`config.mk`:
```
export PLATFORM = sky130hd
export DESIGN_NAME = pr_queue_reader_flat
export DESIGN_NICKNAME = d
export VERILOG_FILES = /design/src/rtl/pr_queue_reader_if.sv /design/src/rtl/pr_queue_reader.sv /design/src/flat_wrapper.sv
export SDC_FILE = /design/constraint.sdc
export NUM_CORES = 1
export LEC_CHECK = 0
export CAP_MARGIN = 40
export CORE_UTILIZATION = 50
export DETAILED_ROUTE_END_ITERATION = 8
export PLACE_DENSITY = 0.85
export SLEW_MARGIN = 20
export SYNTH_ARGS = -nofsm -noshare
export SYNTH_HDL_FRONTEND = slang
export SYNTH_SLANG_ARGS = --single-unit
```
`constraint.sdc`:
```
create_clock -name clk -period 5.5 [get_ports clk]
set_input_delay 1.1 -clock clk [delete_from_list [all_inputs] [get_ports clk]]
set_output_delay 1.1 -clock clk [all_outputs]
set_load 0.01 [all_outputs]
```
`src/rtl/pr_queue_reader_if.sv`:
```
`default_nettype none
// +--------------------------------------------------------------------+
// | pr_queue_reader_if                                                 |
// | AXI-lite read channels toward the request queue plus the           |
// | downstream popped-request handshake.                               |
// | Rev 1.0 - initial release                                          |
// +--------------------------------------------------------------------+
interface pr_queue_reader_if;
   logic [3:0]  m_axi_araddr;
   logic        m_axi_arvalid;
   logic        m_axi_arready;
   logic [31:0] m_axi_rdata;
   logic        m_axi_rvalid;
   logic        m_axi_rready;
   logic        req_valid;
   logic        req_ready;
   logic [31:0] req_data;

   // Reader side: drives the read address and the popped request.
   modport master (
      output m_axi_araddr, m_axi_arvalid, m_axi_rready, req_valid, req_data,
      input  m_axi_arready, m_axi_rdata, m_axi_rvalid, req_ready
   );

   // Queue slave and downstream consumer side.
   modport slave (
      input  m_axi_araddr, m_axi_arvalid, m_axi_rready, req_valid, req_data,
      output m_axi_arready, m_axi_rdata, m_axi_rvalid, req_ready
   );
endinterface
`default_nettype wire

```
`src/rtl/pr_queue_reader.sv`:
```
`default_nettype none
// +--------------------------------------------------------------------+
// | pr_queue_reader                                                    |
// | Polls a request queue over AXI-lite (CHECK read, then POP read)    |
// | and hands each popped word downstream with a valid/ready handshake.|
// | Rev 1.0 - initial release                                          |
// +--------------------------------------------------------------------+
module pr_queue_reader #(
   parameter int unsigned POLL_INTERVAL = 64,
   parameter logic [3:0]  CHECK_ADDR    = 4'hC,
   parameter logic [3:0]  POP_ADDR      = 4'h8
) (
   input  logic                    clk,
   input  logic                    rst,
   input  logic                    enable,
   input  logic                    pr_irq,
   pr_queue_reader_if.master       bus,
   output logic                    busy,
   output logic [15:0]             pop_count
);

   localparam logic [15:0] c_POLL_RELOAD = 16'(POLL_INTERVAL - 1);

   typedef enum logic [2:0] {
      ST_IDLE    = 3'd0,
      ST_CHK_AR  = 3'd1,
      ST_CHK_R   = 3'd2,
      ST_POP_AR  = 3'd3,
      ST_POP_R   = 3'd4,
      ST_DELIVER = 3'd5
   } state_t;

   state_t      r_state;
   state_t      w_state_nxt;
   logic [15:0] r_poll_cnt;
   logic [31:0] r_req_data;
   logic [15:0] r_pop_count;

   logic        w_arvalid;
   logic [3:0]  w_araddr;
   logic        w_rready;
   logic        w_req_valid;

   // State register; reset abandons any read in flight.
   always_ff @(posedge clk or posedge rst) begin
      if (rst) begin
         r_state <= ST_IDLE;
      end else begin
         r_state <= w_state_nxt;
      end
   end

   // Next-state and bus outputs; address is zero whenever arvalid is low.
   always_comb begin
      w_state_nxt = r_state;
      w_arvalid   = 1'b0;
      w_araddr    = 4'h0;
      w_rready    = 1'b0;
      w_req_valid = 1'b0;
      case (r_state)
         ST_IDLE: begin
            if (enable && (pr_irq || (r_poll_cnt == 16'd0))) begin
               w_state_nxt = ST_CHK_AR;
            end
         end
         ST_CHK_AR: begin
            w_arvalid = 1'b1;
            w_araddr  = CHECK_ADDR;
            if (bus.m_axi_arready) begin
               w_state_nxt = ST_CHK_R;
            end
         end
         ST_CHK_R: begin
            w_rready = 1'b1;
            if (bus.m_axi_rvalid) begin
               // A pending request is only popped while polling is still allowed.
               if ((bus.m_axi_rdata != 32'd0) && enable) begin
                  w_state_nxt = ST_POP_AR;
               end else begin
                  w_state_nxt = ST_IDLE;
               end
            end
         end
         ST_POP_AR: begin
            w_arvalid = 1'b1;
            w_araddr  = POP_ADDR;
            if (bus.m_axi_arready) begin
               w_state_nxt = ST_POP_R;
            end
         end
         ST_POP_R: begin
            w_rready = 1'b1;
            if (bus.m_axi_rvalid) begin
               w_state_nxt = ST_DELIVER;
            end
         end
         ST_DELIVER: begin
            w_req_valid = 1'b1;
            if (bus.req_ready) begin
               w_state_nxt = ST_IDLE;
            end
         end
         default: begin
            w_state_nxt = ST_IDLE;
         end
      endcase
   end

   // Poll counter: held at reload outside IDLE so it is fresh on IDLE entry.
   always_ff @(posedge clk or posedge rst) begin
      if (rst) begin
         r_poll_cnt <= c_POLL_RELOAD;
      end else if (r_state != ST_IDLE) begin
         r_poll_cnt <= c_POLL_RELOAD;
      end else if (enable && (r_poll_cnt != 16'd0)) begin
         r_poll_cnt <= r_poll_cnt - 16'd1;
      end
   end

   // Capture the popped word on the POP read data beat.
   always_ff @(posedge clk or posedge rst) begin
      if (rst) begin
         r_req_data <= 32'd0;
      end else if ((r_state == ST_POP_R) && bus.m_axi_rvalid) begin
         r_req_data <= bus.m_axi_rdata;
      end
   end

   // Count downstream deliveries; wraps naturally at 2^16.
   always_ff @(posedge clk or posedge rst) begin
      if (rst) begin
         r_pop_count <= 16'd0;
      end else if ((r_state == ST_DELIVER) && bus.req_ready) begin
         r_pop_count <= r_pop_count + 16'd1;
      end
   end

   assign bus.m_axi_arvalid = w_arvalid;
   assign bus.m_axi_araddr  = w_araddr;
   assign bus.m_axi_rready  = w_rready;
   assign bus.req_valid     = w_req_valid;
   assign bus.req_data      = r_req_data;
   assign busy              = (r_state != ST_IDLE);
   assign pop_count         = r_pop_count;

endmodule
`default_nettype wire

```
`src/flat_wrapper.sv`:
```
// flat-port wrapper written by rule: the top's interface ports become plain ports
module pr_queue_reader_flat 
#(
   parameter int unsigned POLL_INTERVAL = 64,
   parameter logic [3:0]  CHECK_ADDR    = 4'hC,
   parameter logic [3:0]  POP_ADDR      = 4'h8
)
  (clk, rst, enable, pr_irq, busy, pop_count, bus_m_axi_araddr, bus_m_axi_arvalid, bus_m_axi_rready, bus_req_valid, bus_req_data, bus_m_axi_arready, bus_m_axi_rdata, bus_m_axi_rvalid, bus_req_ready);
  pr_queue_reader_if bus_i ();
  input  logic clk;
  input  logic rst;
  input  logic enable;
  input  logic pr_irq;
  output logic busy;
  output logic [15:0] pop_count;
  output wire logic [$bits(bus_i.m_axi_araddr)-1:0] bus_m_axi_araddr;
  output wire logic [$bits(bus_i.m_axi_arvalid)-1:0] bus_m_axi_arvalid;
  output wire logic [$bits(bus_i.m_axi_rready)-1:0] bus_m_axi_rready;
  output wire logic [$bits(bus_i.req_valid)-1:0] bus_req_valid;
  output wire logic [$bits(bus_i.req_data)-1:0] bus_req_data;
  input wire logic [$bits(bus_i.m_axi_arready)-1:0] bus_m_axi_arready;
  input wire logic [$bits(bus_i.m_axi_rdata)-1:0] bus_m_axi_rdata;
  input wire logic [$bits(bus_i.m_axi_rvalid)-1:0] bus_m_axi_rvalid;
  input wire logic [$bits(bus_i.req_ready)-1:0] bus_req_ready;
  assign bus_m_axi_araddr = bus_i.m_axi_araddr;
  assign bus_m_axi_arvalid = bus_i.m_axi_arvalid;
  assign bus_m_axi_rready = bus_i.m_axi_rready;
  assign bus_req_valid = bus_i.req_valid;
  assign bus_req_data = bus_i.req_data;
  assign bus_i.m_axi_arready = bus_m_axi_arready;
  assign bus_i.m_axi_rdata = bus_m_axi_rdata;
  assign bus_i.m_axi_rvalid = bus_m_axi_rvalid;
  assign bus_i.req_ready = bus_req_ready;
  pr_queue_reader #(.POLL_INTERVAL(POLL_INTERVAL), .CHECK_ADDR(CHECK_ADDR), .POP_ADDR(POP_ADDR)) u_core (.clk(clk), .rst(rst), .enable(enable), .pr_irq(pr_irq), .bus(bus_i), .busy(busy), .pop_count(pop_count));
endmodule
```
### Yosys cells after proc, flatten, opt, wreduce, memory -nomap -nowiden

Index checks and enable logic that the tools add are counted.

| cells by class | value |
|---|---|
| mux-type cells | 14 |
| equal/unequal tests | 11 |
| add/sub/neg operators | 2 |
| reduce and logical (&&, ||, !) cells | 15 |

Operator list:

| cell | number |
|---|---|
| $mux W16 | 2 |
| $reduce_bool A32 Y1 | 1 |
| $mux W3 | 6 |
| $pmux W3 S6 | 1 |
| $add A16 B1 Y16 const B | 1 |
| $logic_not A16 Y1 | 1 |
| $reduce_bool A16 Y1 | 1 |
| $sub A16 B1 Y16 const B | 1 |
| $ne A2 B2 Y1 const B | 5 |
| $pmux W4 S2 | 1 |
| $eq A3 B2 Y1 const B | 2 |
| $eq A3 B3 Y1 const B | 2 |
| $reduce_and A6 Y1 | 1 |
| $logic_and A1 B1 Y1 | 5 |
| $reduce_or A2 Y1 | 2 |
| $eq A3 B1 Y1 const B | 1 |
| $logic_not A3 Y1 | 1 |
| $mux W1 | 3 |
| $reduce_bool A3 Y1 | 1 |
| $mux W2 | 1 |
| $ne A2 B1 Y1 const B | 1 |
| $reduce_bool A2 Y1 | 1 |
| $logic_or A1 B1 Y1 | 1 |

| storage, ports and cells | value |
|---|---|
| input port bits | 39 |
| logic and storage cells | 46 |
| flip-flop bits (word level) | 67 |

### Logic depth before layout (Yosys ltp)

| logic depth | value |
|---|---|
| depth in word-level cells | 5 |
| depth in mapped cells | 7 |

### Least setup slack after synthesis

No wires, ideal clock.

| timing path | value |
|---|---|
| kind | reg2out |
| start point | register u_core.r_state[0] |
| end point | output port busy |
| slack | 3.034 ns |
| buffers on the path | 2 |
| stages on the path, launching flop included | 5 |
| required time | 4.400 ns |
| arrival | 1.366 ns |
| cell sequence | dfrtp_1 -> clkbuf_1 -> nor3_1 -> inv_1 -> clkbuf_1 |

| between the ends | value |
|---|---|
| cells in the longest elaborated chain, start to end | 1 |

Ends and longest elaborated chain:

| what | RTL line | text |
|---|---|---|
| start: declaration | pr_queue_reader.sv:33 | `state_t r_state;` |
| start signal: assignment | pr_queue_reader.sv:49 | `r_state <= w_state_nxt;` |
| $reduce_bool A3 Y1 | pr_queue_reader.sv:143 | `assign busy = (r_state != ST_IDLE);` |
| end: declaration | flat_wrapper.sv:14 | `output logic busy;` |

No other way between the ends.

### Worst setup path after layout

| timing path | value |
|---|---|
| start point | register u_core.r_state[1] |
| end point | output port busy |

Same word-level chain as after synthesis.

==> results.md <==
* Top FF cell, synth: dfrtp_1
* Number of global-route vias before repair at 2235
* DRC errors left at 0
* Fill count at 443
* Hold Path Sink: u_core.pop_count[15]
* Die W at 80.06 µm
* Syn Inst Count at roughly 260
* GRT Resource Usage Total at 22.07%
* CTS root buffer: clkbuf_8
* Iter 0 DRT Violations at 73
* Final hold slack at between 400 and 500 ps
* Clk buf depth at 2
* Top cells by area, synth: dfrtp_1 50%, mux2_2 12%, xnor2_1 6.0%
* Vias per cell at 5.336
* Crit Path Category: flop to output port
* Critical Path RT at 4400 ps
* Hold Path Origin: u_core.pop_count[15]
* Row Count at 28
* Commonest non-fill, non-tap cells in the layout: 92 x clkdlybuf4s50_1, 61 x dfrtp_1, 33 x mux2_2
* R2R setup slack at 3460 ps
* Crit path arrival time at around 2500 ps
* Max Fclk at between 200 and 300 MHz
* WL per Instance at approximately 16 µm
* RR Endpoint: u_core.r_poll_cnt[4]
* GRT Max-Usage Layer: met2
* Crit-path max cell delay at between 600 and 700 ps
* Final RePlAce weighted congestion at 0.8440
* Largest fanout on the critical path at 13
* IO Count at 95
* Total power at between 0.0015 and 0.002 W
* VDD IR max at approximately 0.28 mV
* ANT nets after route at 0
* Area leader, netlist: dfrtp_1
* Initial Util at 51.76%
* Num CTS Buffers at 9
* # port buffers at 92
* Period Utilization, post-route at between 60% and 70%
* Worst skew pair latency at 340 ps
* Met3 GRT Util at 6.136%
* LEAKAGE at 1.812 nW
* Crit path cell chain: nor3_1 > inv_1 > clkdlybuf4s50_1
* Final wirelength at 6769 µm
* Commonest non-fill, non-tap cell in the layout: clkdlybuf4s50_1
* Die H at 80.06 µm
* Total gr overflow at 0
* CTS tree: done
* Status: finished, final reports clean
* FF-to-FF Start: u_core.r_poll_cnt[13]
* Hpwl dp at 4886 µm
* Core Region at 5886 µm²
* Met1 usage at 27.86%
* Postcts setup bufs at 0
* Largest net degree at the start of global routing at between 60 and 70
* Net Sw Power at 0.0005565 W
* Synth top area share at 50.10%
* Clock transition at path regs at 60 ps
* Clk network pwr share at approximately a fifth
* Hold Violations, Final at 0
* Combinational family with the most area after synthesis: simple AND/OR/NAND/NOR gates
* Global-route wire length before repair at approximately 10000 µm
* Layout Nets at 394
* Seq/Total Area, Yosys at 55.28%
* Critical-path top delay cell: nor3_1
* H-Tree Level Count at 3
* Hold depth at 1
* Rel. slew slack at 49.60%
* N_diodes at 0
* Min-Delay Path Class: flop to flop
* Syn Area/Cell at about 12 µm²
* Area grow syn2layout at 38.77%
* Clk_skew at 7.829 ps
* XOR/XNOR Fraction of Synth Area at 7.474%
* Combinational power share at 38.8%
* Grt met2 use at 36.07%
* Number of synthesized flops with an enable pin at 0
* Cts hold-fix bufs at 0
* Post-route cell area at 4228 µm²
* Count of cell types in the netlist at between 40 and 50
* Fin. max-slew vios at 0
* Slew @ Worst Pin at 750.3 ps
* Post-synthesis adder-cell area fraction at 1.232%
* Mapped Area at 3047 µm²
* Max-cap violations at 0
* Die footprint at 6410 µm²
* R2R depth at 5
* PwrDens at 432.1 nW/µm²
* TNS Setup at 0 ps
* Min Tclk post-route at between 3000 and 4000 ps
* Pint at about 0.0013 W
* CP endpoint kind: output port
* Layout cells sized above 1 at 17.37%
* Post-DP Area at between 4000 and 5000 µm²
* Cts repair resizes at 0
* Switching portion of total power at 30.46%
* Vias at 2305
* Buf+Inv Stages, Crit Path at 2
* Mux contribution to synthesized area at between 10% and 20%
* Clock sink total at 67
* Area share of and/or/nand/nor cells after synthesis at 15.52%
* Non-filler cells, final at ~430
* Synth warn at 0
* Asr flop ratio synth at 100.0%
* Reg power frac at 40.5%
* Inst Count DP at 415
* CP top delay family: buffers and inverters
* First drt pass iteration count at 4
* FF+latch count, synth at 67
* RSZ-0062 raised after global routing: false
* Setup violators final at 0
* Compound-cell area share of the yosys netlist at 5.585%
* Startpoint types: flop
* Initial antenna violation count at 0
sequential cells by signal, indices dropped and copies added, names as in the netlist:
name	cells
u_core.bus.req_data	32
u_core.pop_count	16
u_core.r_poll_cnt	16
u_core.r_state	3
cell usage after synthesis, drive strengths merged (3+ instances only):
cell type and number:
ha 3, and3 4, nand2 16, inv 6, xor2 5, a211oi 3, buf 7, nand4 7
a21oi 7, nor3 11, mux2 33, nor2 18, clkbuf 4, dfrtp 61, nand3 5, xnor2 21
o21ai 3, dfstp 6, nor4 10, or3 4
power groups by stage:
stage          logic (W)  clock network, W  registers (W)
2_1_floorplan   0.000295                 0       0.000777
3_3_place_gp    0.000692                 0       0.000736
3_5_place_dp    0.000707                 0       0.000748
4_1_cts         0.000712          0.000391       0.000738
5_1_grt         0.000760          0.000411       0.000760
6_report        0.000708          0.000380       0.000739
routing by layer:
layer	part of all wire, %	vias to the layer above
li1	-	1105
met1	43	1117
met2	50	75
met3	5.6	8
met4	1.1	0
met5	0	-
worst register-to-register path: stages, from the launching register on:
cell and delay [ps]:
dfrtp_1 390, or4_4 590, nor4b_4 470, a2111oi_0 230, xnor2_1 190, nand2_1 70
through the flow:
stage | util (%) | setup slack, ps
after floorplan | - | 2727
after global placement | 68.45 | 2389
after detailed placement | 68.45 | 2297
after CTS | 71.49 | 1930
after global routing | 71.83 | 1706
final | 71.83 | 1922
worst max-delay path by stage:
stage | start | endpoint | slack (ps) | depth (start not counted)
2_1_floorplan | rst | u_core.bus.req_data[0] | 2730 | 1
3_3_place_gp | u_core.r_state[1] | busy | 2390 | 3
3_5_place_dp | u_core.r_state[1] | busy | 2300 | 3
4_1_cts | u_core.r_state[1] | busy | 1930 | 3
5_1_grt | u_core.r_state[1] | busy | 1710 | 3
6_report | u_core.r_state[1] | busy | 1920 | 3
logic make-up after synthesis:
group                      count (synthesis)
and+or+nand+nor                           86
DFF                                       67
muxes                                     33
xor gates and xnor gates                  26
AOI/OAI and AO/OA                         23
buffers and inverters                     17
adders and majority gates                  3
other                                      1
layout make-up:
cell class / count / area [µm²] / area share (%)
sequential: 67 / 1684 / 39.83
multi-input combinational: 173 / 1292 / 30.57
timing repair buffer: 95 / 955.9 / 22.61
clock buffer: 13 / 138.9 / 3.285
tap: 75 / 93.84 / 2.220
clock inverter: 3 / 40.04 / 0.9470
inverter: 6 / 22.52 / 0.5327
(Power assumes the default switching activity.)
==> edit 1 (same settings) <==
Put one more register stage on the output `pop_count`. The value now appears one clock later. The other outputs are not delayed to match.
--- a/src/rtl/pr_queue_reader.sv
+++ b/src/rtl/pr_queue_reader.sv
@@ -141,7 +141,9 @@
    assign bus.req_valid     = w_req_valid;
    assign bus.req_data      = r_req_data;
    assign busy              = (r_state != ST_IDLE);
-   assign pop_count         = r_pop_count;
+   always_ff @(posedge clk) begin
+      pop_count <= r_pop_count;
+   end
 
 endmodule
 `default_nettype wire
Check against the original RTL: not equivalent (Yosys sat finds a counterexample within 10 cycles, from zero or initial values and one cycle with rst high).
==> edit 1 against the unedited design <==
Sequential cell count up 16; global-route usage down 0.17 points; core utilization down 0.68 points; final area up 9.9%; synthesized area up 14%; worst setup slack better by 0.23 ns; routed wire length up 9.9%; power up 7.7%; synthesized cell count up 13%.
==> edit 1: results (changes against the unedited design) <==
\begin{tabular}{lr}
\hline
Metric & Value \\
\hline
\multicolumn{2}{l}{\textbf{Status}} \\
\quad Run status & complete, no violations (unchanged) \\
\multicolumn{2}{l}{\textbf{Drt}} \\
\quad Detailed Route Iter0 Violations & 111 (was 73) \\
\quad M1 WL & 3140 um (was 2940 um) \\
\quad Routed length per instance & 16.0 um (was 15.7 um) \\
\multicolumn{2}{l}{\textbf{Synthesis}} \\
\quad Synthesized-area fraction occupied by xor and xnor cells & 7.08\% (was 7.47\%) \\
\quad Fraction of synthesized area in multiplexers & 10.4\% (was 12.2\%) \\
\quad Gate Count Post-Synth & 288 (was 256) \\
\quad Compound-cell area share of the yosys netlist & 3.98\% (was 5.59\%) \\
\quad Cell types with the highest counts after synthesis & 61 x sky130\_fd\_sc\_hd\_\_dfrtp\_1, 32 x sky130\_fd\_sc\_hd\_\_mux2\_2, 23 x sky130\_fd\_sc\_hd\_\_nand2\_1 (was 61 x sky130\_fd\_sc\_hd\_\_dfrtp\_1, 33 x sky130\_fd\_sc\_hd\_\_mux2\_2, 21 x sky130\_fd\_sc\_hd\_\_xnor2\_1) \\
\multicolumn{2}{l}{\textbf{Global route}} \\
\quad Vias in the first global route & 2535 (was 2235) \\
\quad Global-route track usage on met1 & 26.3\% (was 27.9\%) \\
\quad Global-route wire length before repair & 12000 um (was 10500 um) \\
\multicolumn{2}{l}{\textbf{Die}} \\
\quad Cell row count & 29 (was 28) \\
\multicolumn{2}{l}{\textbf{Final layout}} \\
\quad Final clock-cell share & 4.01\% (was 4.23\%) \\
\quad Inverter count of the layout excluding clock inverters & 5 (was 6) \\
\quad Area share of buffers outside the clock network & 20.7\% (was 22.6\%) \\
\quad Multi-input combinational gate total & 189 (was 173) \\
\quad Seq/total area & 43.1\% (was 39.8\%) \\
\quad Final-layout fill cell count & 457 (was 443) \\
\multicolumn{2}{l}{\textbf{Critical path}} \\
\quad Worst reg2reg path startpoint & u\_core.r\_poll\_cnt[6] (was u\_core.r\_poll\_cnt[13]) \\
\multicolumn{2}{l}{\textbf{Pwr}} \\
\quad Standby leakage power & 0.00192 uW (was 0.00181 uW) \\
\quad Power of the clock network & 412 uW (was 380 uW) \\
\quad Cell internal power dissipation & 1340 uW (was 1270 uW) \\
\multicolumn{2}{l}{\textbf{Place}} \\
\quad Final estimated routing congestion in global placement & 0.863 (was 0.844) \\
\quad Worst slack at placement & 2.55 ns (was 2.30 ns) \\
\quad Placed Area & 4430 um\^{}2 (was 4030 um\^{}2) \\
\multicolumn{2}{l}{\textbf{Worst hold path}} \\
\quad Startpoint of the lowest-slack hold path & u\_core.r\_pop\_count[15] (was u\_core.pop\_count[15]) \\
\multicolumn{2}{l}{\textbf{Clocking}} \\
\quad Skew-Pair Late Insertion Delay & 0.36 ns (was 0.34 ns) \\
\quad Clock-pin slew on the worst setup and hold paths & 0.09 ns (was 0.06 ns) \\
\hline
\end{tabular}
-- edit 1: changes by cell type in the layout (fill, tap and decap cells not counted), moves of 4 or more --
cell,delta
sky130_fd_sc_hd__nor2_1,+4
sky130_fd_sc_hd__nor3_1,-5
sky130_fd_sc_hd__nand2_1,+7
sky130_fd_sc_hd__dfxtp_1,+16
sky130_fd_sc_hd__clkbuf_1,-4
sky130_fd_sc_hd__xnor2_1,-9
sky130_fd_sc_hd__o21ai_1,+4
sky130_fd_sc_hd__xor2_1,+11
-- edit 1: worst max-delay path by stage --
| stage | startpoint | endpoint | slack, ns | cells after the start |
|---|---|---|---|---|
| floorplan | rst | u_core.bus.req_data[0] | 2.73 | 1 |
| global placement | u_core.r_state[0] | busy | 2.63 | 3 |
| detailed placement | u_core.r_state[0] | busy | 2.55 | 3 |
| CTS | u_core.r_state[0] | busy | 2.16 | 3 |
| global route | u_core.r_state[0] | busy | 2.02 | 3 |
| finish | u_core.r_state[0] | busy | 2.16 | 3 |
==> edit 2 (config.mk and constraints unchanged) <==
Made on the original files. `POLL_INTERVAL` is set to 64 in 2 places; all go to 48.
--- a/src/rtl/pr_queue_reader.sv
+++ b/src/rtl/pr_queue_reader.sv
@@ -6,7 +6,7 @@
 // | Rev 1.0 - initial release                                          |
 // +--------------------------------------------------------------------+
 module pr_queue_reader #(
-   parameter int unsigned POLL_INTERVAL = 64,
+   parameter int unsigned POLL_INTERVAL = 48,
    parameter logic [3:0]  CHECK_ADDR    = 4'hC,
    parameter logic [3:0]  POP_ADDR      = 4'h8
 ) (
--- a/src/flat_wrapper.sv
+++ b/src/flat_wrapper.sv
@@ -1,7 +1,7 @@
 // flat-port wrapper written by rule: the top's interface ports become plain ports
 module pr_queue_reader_flat 
 #(
-   parameter int unsigned POLL_INTERVAL = 64,
+   parameter int unsigned POLL_INTERVAL = 48,
    parameter logic [3:0]  CHECK_ADDR    = 4'hC,
    parameter logic [3:0]  POP_ADDR      = 4'h8
 )
Formal check against the unedited RTL: no difference found for any inputs over 10 cycles, from zero or initial values and one cycle with rst high; that may be too few to reach the edited logic, so the function may still have changed.
==> edit 2 against the unedited design <==
Count of clock-buffer cells in the layout is 4 lower; hold slack better by 0.0044 ns; worst setup slack better by 0.14 ns; highest routed layer unchanged; final area is 1.4% higher; power is 8.1% higher; routed wire length is 7.0% higher; cell count is 0.23% lower; synthesized area is 0.86% higher; sequential cell count stayed put.
==> edit 2: results (changes against the unedited design) <==
\begin{tabular}{lr}
\hline
Metric & Value \\
\hline
\multicolumn{2}{l}{\textbf{Final layout}} \\
\quad Ratio of cells with drive above 1 in the final layout & 18.5\% (was 17.4\%) \\
\quad Final Net Count & 393 (was 394) \\
\multicolumn{2}{l}{\textbf{Place}} \\
\quad Final estimated routing congestion in global placement & 0.815 (was 0.844) \\
\quad Worst slack at placement & 2.45 ns (was 2.30 ns) \\
\quad Sum of net half-perimeters after detailed placement & 4990 um (was 4890 um) \\
\quad Placed Area & 4040 um\^{}2 (was 4030 um\^{}2) \\
\multicolumn{2}{l}{\textbf{Synthesis}} \\
\quad Synthesized-area fraction occupied by xor and xnor cells & 7.41\% (was 7.47\%) \\
\quad Adder-cell share of the synthesized area & 1.22\% (was 1.23\%) \\
\quad Compound-cell area share of the yosys netlist & 5.58\% (was 5.59\%) \\
\quad Top cells by area, synth & sky130\_fd\_sc\_hd\_\_dfrtp\_1 50\%, sky130\_fd\_sc\_hd\_\_mux2\_2 12\%, sky130\_fd\_sc\_hd\_\_xnor2\_1 6.0\% (unchanged) \\
\quad Number of distinct library cell variants in the gate-level netlist after synthesis & 47 (was 42) \\
\multicolumn{2}{l}{\textbf{Die}} \\
\quad Floorplan die area & 6460 um\^{}2 (was 6410 um\^{}2) \\
\quad Core area & 5920 um\^{}2 (was 5890 um\^{}2) \\
\multicolumn{2}{l}{\textbf{Drt}} \\
\quad Routed length per instance & 16.8 um (was 15.7 um) \\
\multicolumn{2}{l}{\textbf{Timing}} \\
\quad Slew headroom & 59.4\% (was 49.6\%) \\
\quad Min Tclk post-route & 3.44 ns (was 3.58 ns) \\
\quad Skew final & 0.0112 ns (was 0.00783 ns) \\
\quad Worst slack on hold paths & 0.487 ns (was 0.482 ns) \\
\multicolumn{2}{l}{\textbf{Status}} \\
\quad Run status & complete, no violations (unchanged) \\
\multicolumn{2}{l}{\textbf{Critical path}} \\
\quad Worst reg2reg path startpoint & u\_core.r\_poll\_cnt[0] (was u\_core.r\_poll\_cnt[13]) \\
\quad Endpoint of the most critical register-to-register path & u\_core.r\_poll\_cnt[6] (was u\_core.r\_poll\_cnt[4]) \\
\quad Arrival time of the worst setup path & 2.34 ns (was 2.48 ns) \\
\multicolumn{2}{l}{\textbf{Pwr}} \\
\quad Sw Pwr & 609 uW (was 557 uW) \\
\quad VDD IR-drop max & 0.401 mV (was 0.281 mV) \\
\quad Standby leakage power & 0.00184 uW (was 0.00181 uW) \\
\multicolumn{2}{l}{\textbf{Global route}} \\
\quad Largest net degree at the start of global routing & 39 (was 68) \\
\hline
\end{tabular}
## edit 2: cell type report
type | count | area, um^2
Fill cell | 391 | 1630
Inverter | 6 | 22.5
Sequential cell | 67 | 1680
Clock buffer | 9 | 124
Tap cell | 75 | 93.8
Clock inverter | 7 | 125
Multi-Input combinational cell | 173 | 1300
Timing Repair Buffer | 94 | 936
## edit 2: metal layers
layer,track usage (%),routed length [um],part of all wire (%)
met5,0,0,0
met4,7.68,133,1.8
met3,6.70,476,6.6
met2,42.0,3730,51
met1,27.8,2910,40
## edit 2: power groups by stage
stage	clock (uW)	sequential, uW	combinational [uW]
6_report	509	746	720
5_1_grt	539	765	770
4_1_cts	517	745	726
3_5_place_dp	0	748	715
3_3_place_gp	0	736	696
2_1_floorplan	0	778	307
## edit 2: worst max-delay path, cell delays in order (launching register included)
cell and delay [ns]:
sky130_fd_sc_hd__dfrtp_1 0.53, sky130_fd_sc_hd__nor3_1 0.54, sky130_fd_sc_hd__inv_1 0.36, sky130_fd_sc_hd__clkdlybuf4s50_1 0.57
